==> src/rtl/bcd_counter.sv <==
// bcd_counter: 6-digit packed-BCD stopwatch counter (mm:ss.ff layout).
// Digits from LSB: [3:0] 0-9, [7:4] 0-9, [11:8] 0-9,
// [15:12] 0-5, [19:16] 0-9, [23:20] 0-5.
// Wraps 0x595999 -> 0x000000.
// o_count mirrors the new count whenever i_latchcount is high.
// o_count is frozen while i_latchcount is low (lap hold).
// Optional feature: define BCD_COUNTER_WRAP_FLAG_EN to add o_wrap.
// o_wrap is a one-cycle registered pulse after an enabled 0x595999 -> 0 rollover.

module bcd_counter (
   input  logic        i_rtcclk,
   input  logic        i_reset_n,
   input  logic        i_countenb,
   input  logic        i_countinit,
   input  logic        i_latchcount,
`ifdef BCD_COUNTER_WRAP_FLAG_EN
   output logic [23:0] o_count,
   output logic        o_wrap
`else
   output logic [23:0] o_count
`endif
);

   logic [23:0] cnt;
   logic [23:0] cnt_next;
   logic [23:0] inc_val;
   logic        carry;
   logic [3:0]  digit;
   logic [3:0]  digit_max;

   // Ripple a BCD +1 through the digits. A digit at or above its limit rolls to 0 and passes the carry on.
   always_comb begin
      inc_val   = '0;
      carry     = 1'b1;
      digit     = '0;
      digit_max = '0;
      for (int i = 0; i < 6; i++) begin
         digit     = cnt[i*4 +: 4];
         digit_max = ((i == 3) || (i == 5)) ? 4'd5 : 4'd9;
         if (!carry) begin
            inc_val[i*4 +: 4] = digit;
         end else if (digit >= digit_max) begin
            inc_val[i*4 +: 4] = 4'd0;
         end else begin
            inc_val[i*4 +: 4] = digit + 4'd1;
            carry             = 1'b0;
         end
      end
   end

   // Select the next count: clear beats increment, increment beats hold.
   always_comb begin
      cnt_next = cnt;
      if (i_countinit) begin
         cnt_next = '0;
      end else if (i_countenb) begin
         cnt_next = inc_val;
      end
   end

   // Count register and display register; the display takes the new count in the same edge when latching.
   always_ff @(posedge i_rtcclk or negedge i_reset_n) begin
      if (!i_reset_n) begin
         cnt     <= '0;
         o_count <= '0;
      end else begin
         cnt <= cnt_next;
         if (i_latchcount) begin
            o_count <= cnt_next;
         end
      end
   end

`ifdef BCD_COUNTER_WRAP_FLAG_EN
   // Pulse o_wrap for one cycle when an enabled increment rolls every digit over.
   always_ff @(posedge i_rtcclk or negedge i_reset_n) begin
      if (!i_reset_n) begin
         o_wrap <= 1'b0;
      end else begin
         o_wrap <= i_countenb && !i_countinit && carry;
      end
   end
`endif

endmodule

==> config.mk <==
export PLATFORM = sky130hd
export DESIGN_NAME = bcd_counter
export DESIGN_NICKNAME = d
export VERILOG_FILES = /design/src/rtl/bcd_counter.sv
export SDC_FILE = /design/constraint.sdc
export NUM_CORES = 1
export LEC_CHECK = 0
export CORE_ASPECT_RATIO = 0.7
export CORE_MARGIN = 5
export CORE_UTILIZATION = 50
export CTS_CLUSTER_SIZE = 8
export DETAILED_ROUTE_END_ITERATION = 16
export PLACE_DENSITY_LB_ADDON = 0.2
export SLEW_MARGIN = 20
export SYNTH_ARGS = -nofsm -noshare
export SYNTH_HDL_FRONTEND = slang
export SYNTH_SLANG_ARGS = --single-unit
==> constraint.sdc <==
create_clock -name i_rtcclk -period 2.9 [get_ports i_rtcclk]
set_input_delay 0.58 -clock i_rtcclk [delete_from_list [all_inputs] [get_ports i_rtcclk]]
set_output_delay 0.58 -clock i_rtcclk [all_outputs]
set_load 0.02 [all_outputs]
# Word level (Yosys, flattened, before mapping)
# Cells that the tools add are included.
[word_totals] reg_bits=48 in_bits=5 out_inout_bits=24 word_cells=36
[classes] add_sub_neg=6 magnitude_cmp=6 muxes=22
[op_table] cell="$mux 24" n=2
[op_table] cell="$mux 4" n=11
[op_table] cell="$add 4x1->4 const B" n=6
[op_table] cell="$ge 4x4->1 const B" n=4
[op_table] cell="$mux 1" n=9
[op_table] cell="$ge 4x3->1 const B" n=2

# Longest topological paths before layout
# Gate-level depths: netlist of run 1.
[depth] word_depth=9 mapped_depth=8 mapped_depth_nobuf=7

# Least setup slack after synthesis of run 1
# No wires, ideal clock.
[synth_path] kind="reg2reg" start="register cnt[0]" end="register o_count[11]" arrival_time_ps=1896 path_slack_ps=879 stages_incl_launch_ff=8 path_buffers=1 synth_period_minus_slack_ps=2021 path_cell_list="dfrtp_1 -> ha_1 -> or3b_1 -> and4_1 -> buf_2 -> a41oi_1 -> nor3_1 -> mux2_2"
[synth_via] elab_chain_cells=6
[synth_rtl] element="start: declaration" line="24" text="logic [23:0] cnt;"
[synth_rtl] element="start signal: assignment" line="67" text="cnt <= cnt_next;"
[synth_rtl] element="$ge 4x4->1" line="42" text="end else if (digit >= digit_max) begin"
[synth_rtl] element="$mux 1" line="42"
[synth_rtl] element="$mux 1" line="40" text="if (!carry) begin"
[synth_rtl] element="$mux 4" line="40"
[synth_rtl] element="$mux 24" line="56" text="end else if (i_countenb) begin"
[synth_rtl] element="$mux 24" line="54" text="if (i_countinit) begin"
[synth_rtl] element="via cnt_next[11]" line="25" text="logic [23:0] cnt_next;"
[synth_rtl] element="end signal: assignment" line="69" text="o_count <= cnt_next;"
[synth_rtl] element="end: declaration" line="20" text="output logic [23:0] o_count"
# The timed path passes the listed nets, and every way through them passes these cells.
# A chain may end at the register's enable or synchronous reset.

# Worst setup path in the final report of run 1
[layout_path] start="register cnt[4]" end="register o_count[21]"
[layout_via] elab_chain_cells=9
[layout_rtl] element="$ge 4x4->1" line="42"
[layout_rtl] element="$mux 1" line="42"
[layout_rtl] element="$mux 1 (4 in series)" line="40"
[layout_rtl] element="$mux 4" line="40"
[layout_rtl] element="$mux 24" line="56"
[layout_rtl] element="$mux 24" line="54"
# No other way between the ends.

==> results of run 1 <==
metrics by stage:
step           instance area [um2]  utilization (%)  instances
2_1_floorplan                 2472                -        213
3_3_place_gp                  2840            59.39        309
3_5_place_dp                  2840            59.39        309
4_1_cts                       2909            60.83        314
5_1_grt                       2909            60.83        314
6_report                      2909            60.83        314
state kept, by name, summed over array words and instances (netlist names):
register  count
o_count      24
cnt          24
cells in the final DEF, fill, tap and decap left out, drive strengths merged, types with 3 or more instances in the layout:
cell type      synthesis  layout
nand2                 12      12
mux2i                  3       3
clkdlybuf4s50          0      27
ha                    18      18
o21ai                  6       6
o2bb2ai                6       6
xnor2                  3       3
inv                   14      14
buf                    4       7
nand2b                 5       5
nand4                  4       4
nor4                   4       4
nand4b                 3       3
a21oi                 11      11
nor3                   8       8
mux2                  18      18
and2                   3       3
clkbuf                 3       5
nor2                  13      13
dfrtp                 48      48
or3b                   3       3
cell families (layout without fill, tap and decap cells):
kind of cell | Yosys count | in the layout | synth area share (%)
AOI/OAI and AO/OA | 35 | 35 | 11.19
DFF | 48 | 48 | 48.58
buffers and inverters | 22 | 54 | 3.846
adders and majority gates | 18 | 18 | 9.109
and+or+nand+nor | 64 | 64 | 16.09
xor gates and xnor gates | 5 | 5 | 1.772
muxes | 21 | 21 | 9.413
power groups by stage:
stage | Clock (mW) | Sequential [mW] | Combinational (mW)
floorplan | 0 | 0.698 | 0.0366
global placement | 0 | 0.694 | 0.0801
detailed placement | 0 | 0.694 | 0.0800
CTS | 0.379 | 0.681 | 0.0804
global route | 0.403 | 0.682 | 0.0891
finish | 0.361 | 0.681 | 0.0791
final timing paths:
| check | from | to |
|---|---|---|
| max reg2reg | cnt[4] | o_count[21] |
| min in group i_rtcclk | o_count[23] | o_count[23] |
| max | cnt[4] | o_count[21] |
| min reg2reg | o_count[23] | o_count[23] |
| max in group asynchronous | i_reset_n | o_count[12] |
| min | i_reset_n | o_count[20] |
cell type report:
type / instances / area, um2
Clock buffer: 5 / 68.82
Inverter: 15 / 56.30
Sequential cell: 48 / 1201
Tap cell: 69 / 86.33
Timing Repair Buffer: 34 / 320.3
Fill cell: 407 / 1873
Multi-Input combinational cell: 143 / 1176
worst register-to-register path, stage by stage, from the launching register on:
cell and delay (ps):
dfrtp_1 400, inv_1 100, ha_1 210, or3b_1 240, nand4_4 250, nor4_4 470
mux2_1 390, o2bb2ai_1 150
routing by layer:
layer,global-route usage (%),share of wire (%),vias up
met5,0,0,-
li1,-,-,825
met1,23.57,53,801
met4,5.405,0.81,0
met2,24.05,40,35
met3,5.748,5.8,4
==> results.yml, run 1 <==
power:
  p_leak_nw: 1.316
  p_int_mw: 0.8612
  p_sw_mw: 0.2594
  seqPwrFrac_pct: 60.8
  pwr_density_cell_nw_per_um2: 385.2
  ir_drop_mv: 0.2345
  p_total_mw: 1.121
  power.share.switching_pct: 23.15
  pwr-share-comb_pct: 7.1
  pwr-share-clk_pct: 32.2
synth:
  synth_area_leaders: "dfrtp_1 49%, ha_1 9.1%, mux2_2 7.3%"
  synth_edf_count: 0
  synth_flop_cell: "dfrtp_1"
  yosys_register_bits: 48
  syn-cell-area_um2: 2472
  synth_common_cells: "48 x dfrtp_1, 18 x ha_1, 16 x mux2_2"
  syn_nets: 236
  synth_largest_area_cell: "dfrtp_1"
  yosysMostFrequentCell: "dfrtp_1"
  syn_area_per_cell_um2: 11.61
  synthArstFlopShare_pct: 100.0
  ys_types: 46
  synthCells: 213
  yosysTopAreaCellShare_pct: 48.58
  ys_warn_count: 0
  ys_seq_area_share_pct: 48.58
grt:
  grt_max_degree: 26
  overflow: 0
  grt_pass1_wl_mm: 8.142
  grt_pass1_vias: 1659
  antenna_found_initial: 0
  grt_use_total_pct: 16.70
clock_tree:
  clk_latency_ps: 300
  path_clk_slew_ps: 80
  cts_sinks: 48
  cts.path.max_buffers: 2
  holdBufCountCts: 0
  htreeDepth: 2
  post-cts-setup-buffer-count: 0
  cts_buffers: 5
  cts-resized-gates: 0
  clockRootBuffer: "clkbuf_8"
  cts_tree: "built"
floorplanning:
  core_um2: 4782
  die_h_um: 68.84
  start_util_pct: 51.70
  die-area_um2: 6474
  rows: 21
  die_x_um: 94.05
  ios: 29
routing:
  via_per_inst: 5.303
  wl_per_cell_um: 14.97
  drt_wl_total_mm: 4.700
  drt_iter0_drc: 50
  drc: 0
  ant_nets: 0
  drtPass1Iterations: 4
  routed-via-count: 1665
setup_path:
  reg2reg_slack_ps: 610
  path_cells: "inv_1 -> ha_1 -> or3b_1 -> nand4_4 -> nor4_4 -> mux2_1 -> o2bb2ai_1"
  ff2ff_path_depth: 7
  crit_required_ps: 3120
  crit_fanout: 10
  critPathKind: "reg -> reg"
  cp.depth: 7
  arrival_ps: 2520
  crit_path_end_kind: "flop"
  max_stage_delay_ps: 470
  critPathTopFamily: "simple AND/OR/NAND/NOR gates"
  startpoint_type: "flop"
  slowest_stage: "nor4_4"
  cp.buffers_inverters: 1
timing:
  final.min_clock_period_ps: 2294
  tightest_slew_ps: 556.9
  fin_ws_ps: 605.5
  maxSlewViolCount: 0
  grt_setup_unrepaired: "no"
  setup_violations: 0
  hold_viol_final: 0
  fin_skew_ps: 7.806
  fin_crit_sh_pct: 79.12
  max_freq_mhz: 435.8
  final.setup.tns_ps: 0
  hold_ws_ps: 257.3
  slew-limit-headroom_pct: 62.87
final_layout:
  layout-drive-gt1-share_pct: 15.92
  fin_nets: 270
  n_antenna_cell: 0
  syn2layout_area_growth_pct: 17.66
placement:
  dp_slack_ps: 321.1
  dp_hpwl_mm: 3.305
  gp_congestion: 0.7619
  io_buffer_count: 28
run:
  cap_violations: 0
outcome:
  outcome: "finished clean"
min_path:
  hp-class: "in -> async"
(Power assumes the default switching activity.)
==> run 2, diff against run 1 <==
Clock period 2.9 ns to 2.2 ns, I/O delays scaled along.
==> run 2 against run 1 <==
  * Critical path depth rose by 1
  * Count of clock-buffer cells in the layout rose by 1
  * Utilization rose by 3.0 points
  * Worst setup slack got worse by 540 ps
  * Clock power rose by 36%
  * Register-to-register slack got worse by 540 ps
  * Via count rose by 3.5%
  * Sequential power rose by 32%
  * Combinational power rose by 52%
  * Clock skew fell by 3.3 ps
  * Critical endpoint is now o_count[20]
==> results.yml, run 2 (same netlist as run 1, synthesis figures left out) <==
outcome:
  outcome: "finished clean"
min_path:
  hp-class: "in -> async"
routing:
  via_per_inst: 5.205
  wl_met2_mm: 1.962
  drtPass1Iterations: 4
  wl_met3_um: 171
  drt-met1-wl_mm: 2.603
  routed-via-count: 1723
  ant_nets: 0
  drt_iter0_drc: 63
  top_layer_used: "met4"
  wl_per_cell_um: 14.48
  drc: 0
  drt_wl_total_mm: 4.793
power:
  seqPwrFrac_pct: 59.5
  ir_drop_mv: 0.4144
  power.share.switching_pct: 23.24
  pwr-share-comb_pct: 8.0
  pwr_density_cell_nw_per_um2: 494.0
  p_int_mw: 1.158
  p_sw_mw: 0.3505
  p_leak_nw: 1.408
  pwr-share-clk_pct: 32.5
  p_total_mw: 1.508
setup_path:
  crit_fanout: 5
  critPathKind: "reg -> reg"
  endpoint: "o_count[20]"
  ff2ff_path_depth: 8
  reg2reg_slack_ps: 60
  startpoint_type: "flop"
  crit_start: "cnt[4]"
  critPathTopFamily: "simple AND/OR/NAND/NOR gates"
  arrival_ps: 2320
  cp.depth: 8
  reg2reg_to: "o_count[20]"
  reg2reg_from: "cnt[4]"
  crit_required_ps: 2380
  path_cells: "inv_2 -> ha_1 -> or3b_4 -> nand4_4 -> nor4_4 -> buf_4 -> mux2i_2 -> o2bb2ai_1"
  slowest_stage: "dfrtp_1"
  cp.buffers_inverters: 2
  max_stage_delay_ps: 410
  crit_path_end_kind: "flop"
clock_tree:
  htreeDepth: 2
  clk_latency_ps: 300
  path_clk_slew_ps: 80
  cts.path.max_buffers: 2
  clockRootBuffer: "clkbuf_8"
  cts_tree: "built"
  cts_sinks: 48
  cts_buffers: 5
placement:
  dp_slack_ps: -131.9
  gp_congestion: 0.8425
  post_dp_cell_area_um2: 2915
  io_buffer_count: 28
  dp_hpwl_mm: 3.373
timing:
  final.min_clock_period_ps: 2139
  hold_viol_final: 0
  slew-limit-headroom_pct: 60.98
  setup_violations: 0
  maxSlewViolCount: 0
  fin_skew_ps: 4.535
  max_freq_mhz: 467.6
  fin_ws_ps: 61.19
  tightest_slew_ps: 585.3
  fin_crit_sh_pct: 97.22
final_layout:
  syn2layout_area_growth_pct: 23.48
  n_antenna_cell: 0
  fin_nets: 285
  fillers: 408
  largest_registers: "cnt: 24 flops, o_count: 24 flops"
  final_common_cell: "dfrtp_1"
  final_cell_area_um2: 3053
  final_cell_mix: "47 x dfrtp_1, 27 x clkdlybuf4s50_1, 20 x buf_4"
  layout-drive-gt1-share_pct: 23.28
floorplanning:
  die-area_um2: 6474
  die_x_um: 94.05
  ios: 29
  core_um2: 4782
  start_util_pct: 51.70
  rows: 21
  die_h_um: 68.84
grt:
  overflow: 0
  grt_use_total_pct: 16.10
  grt_pass1_vias: 1623
  antenna_found_initial: 0
  grt_pass1_wl_mm: 7.879
  grt_max_degree: 49
run:
  cap_violations: 0
-- run 2: cell types whose count changed in the layout (fill, tap and decap cells not counted), sizes merged --
cell	before	now
clkbuf	5	6
nand4	4	5
buf	7	21
clkinv	1	2
-- run 2: routing by layer --
layer  global-route usage [%]  vias to the layer above
li1                         -                      859
met1                    23.66                      820
met3                    4.555                        8
met4                    5.586                        0
met5                        0                        -
met2                    22.63                       36
-- run 2: stage by stage --
| step | hold slack, ps | TNS [ps] | util, % | instances |
|---|---|---|---|---|
| after floorplan | 144.4 | 0 | - | 213 |
| after detailed placement | 479.1 | -573.5 | 60.96 | 319 |
| after CTS | 246.6 | 0 | 62.59 | 326 |
| after global placement | 471.7 | -367.0 | 60.96 | 319 |
| final | 228.5 | 0 | 63.84 | 331 |
| after global routing | 273.6 | -52.27 | 63.84 | 331 |
-- run 2: worst min-delay path by stage --
stage | to | slack (ps) | cells after the start
3_5_place_dp | o_count[16] | 480 | 2
2_1_floorplan | cnt[0] | 140 | 0
6_report | o_count[20] | 230 | 2
5_1_grt | o_count[6] | 270 | 2
4_1_cts | o_count[20] | 250 | 2
3_3_place_gp | o_count[19] | 470 | 2
-- run 2: repair_timing --
action	in CTS	in global routing
hold endpoints to repair	0	0
pin swaps	1	3
hold buffers	0	0
setup buffers	0	4
endpoints found under the setup margin	1	13
gates cloned	0	1
gates resized for setup	0	8
-- run 2: power groups by stage --
stage	sequential [mW]	combinational, mW	clock (mW)
final	0.897	0.120	0.491
after global routing	0.899	0.134	0.553
after CTS	0.898	0.110	0.514
after detailed placement	0.915	0.110	0
after global placement	0.915	0.110	0
after floorplan	0.920	0.0482	0
-- run 2: cell type report --
class	count	area [um2]	share of cell area, %
repair buffers	48	425.4	13.93
clock inverters	1	5.005	0.1639
inverters	15	56.30	1.844
well taps	69	86.33	2.828
multi-input cells	144	1205	39.47
flip-flops and latches	48	1202	39.39
clock buffers	6	72.57	2.377
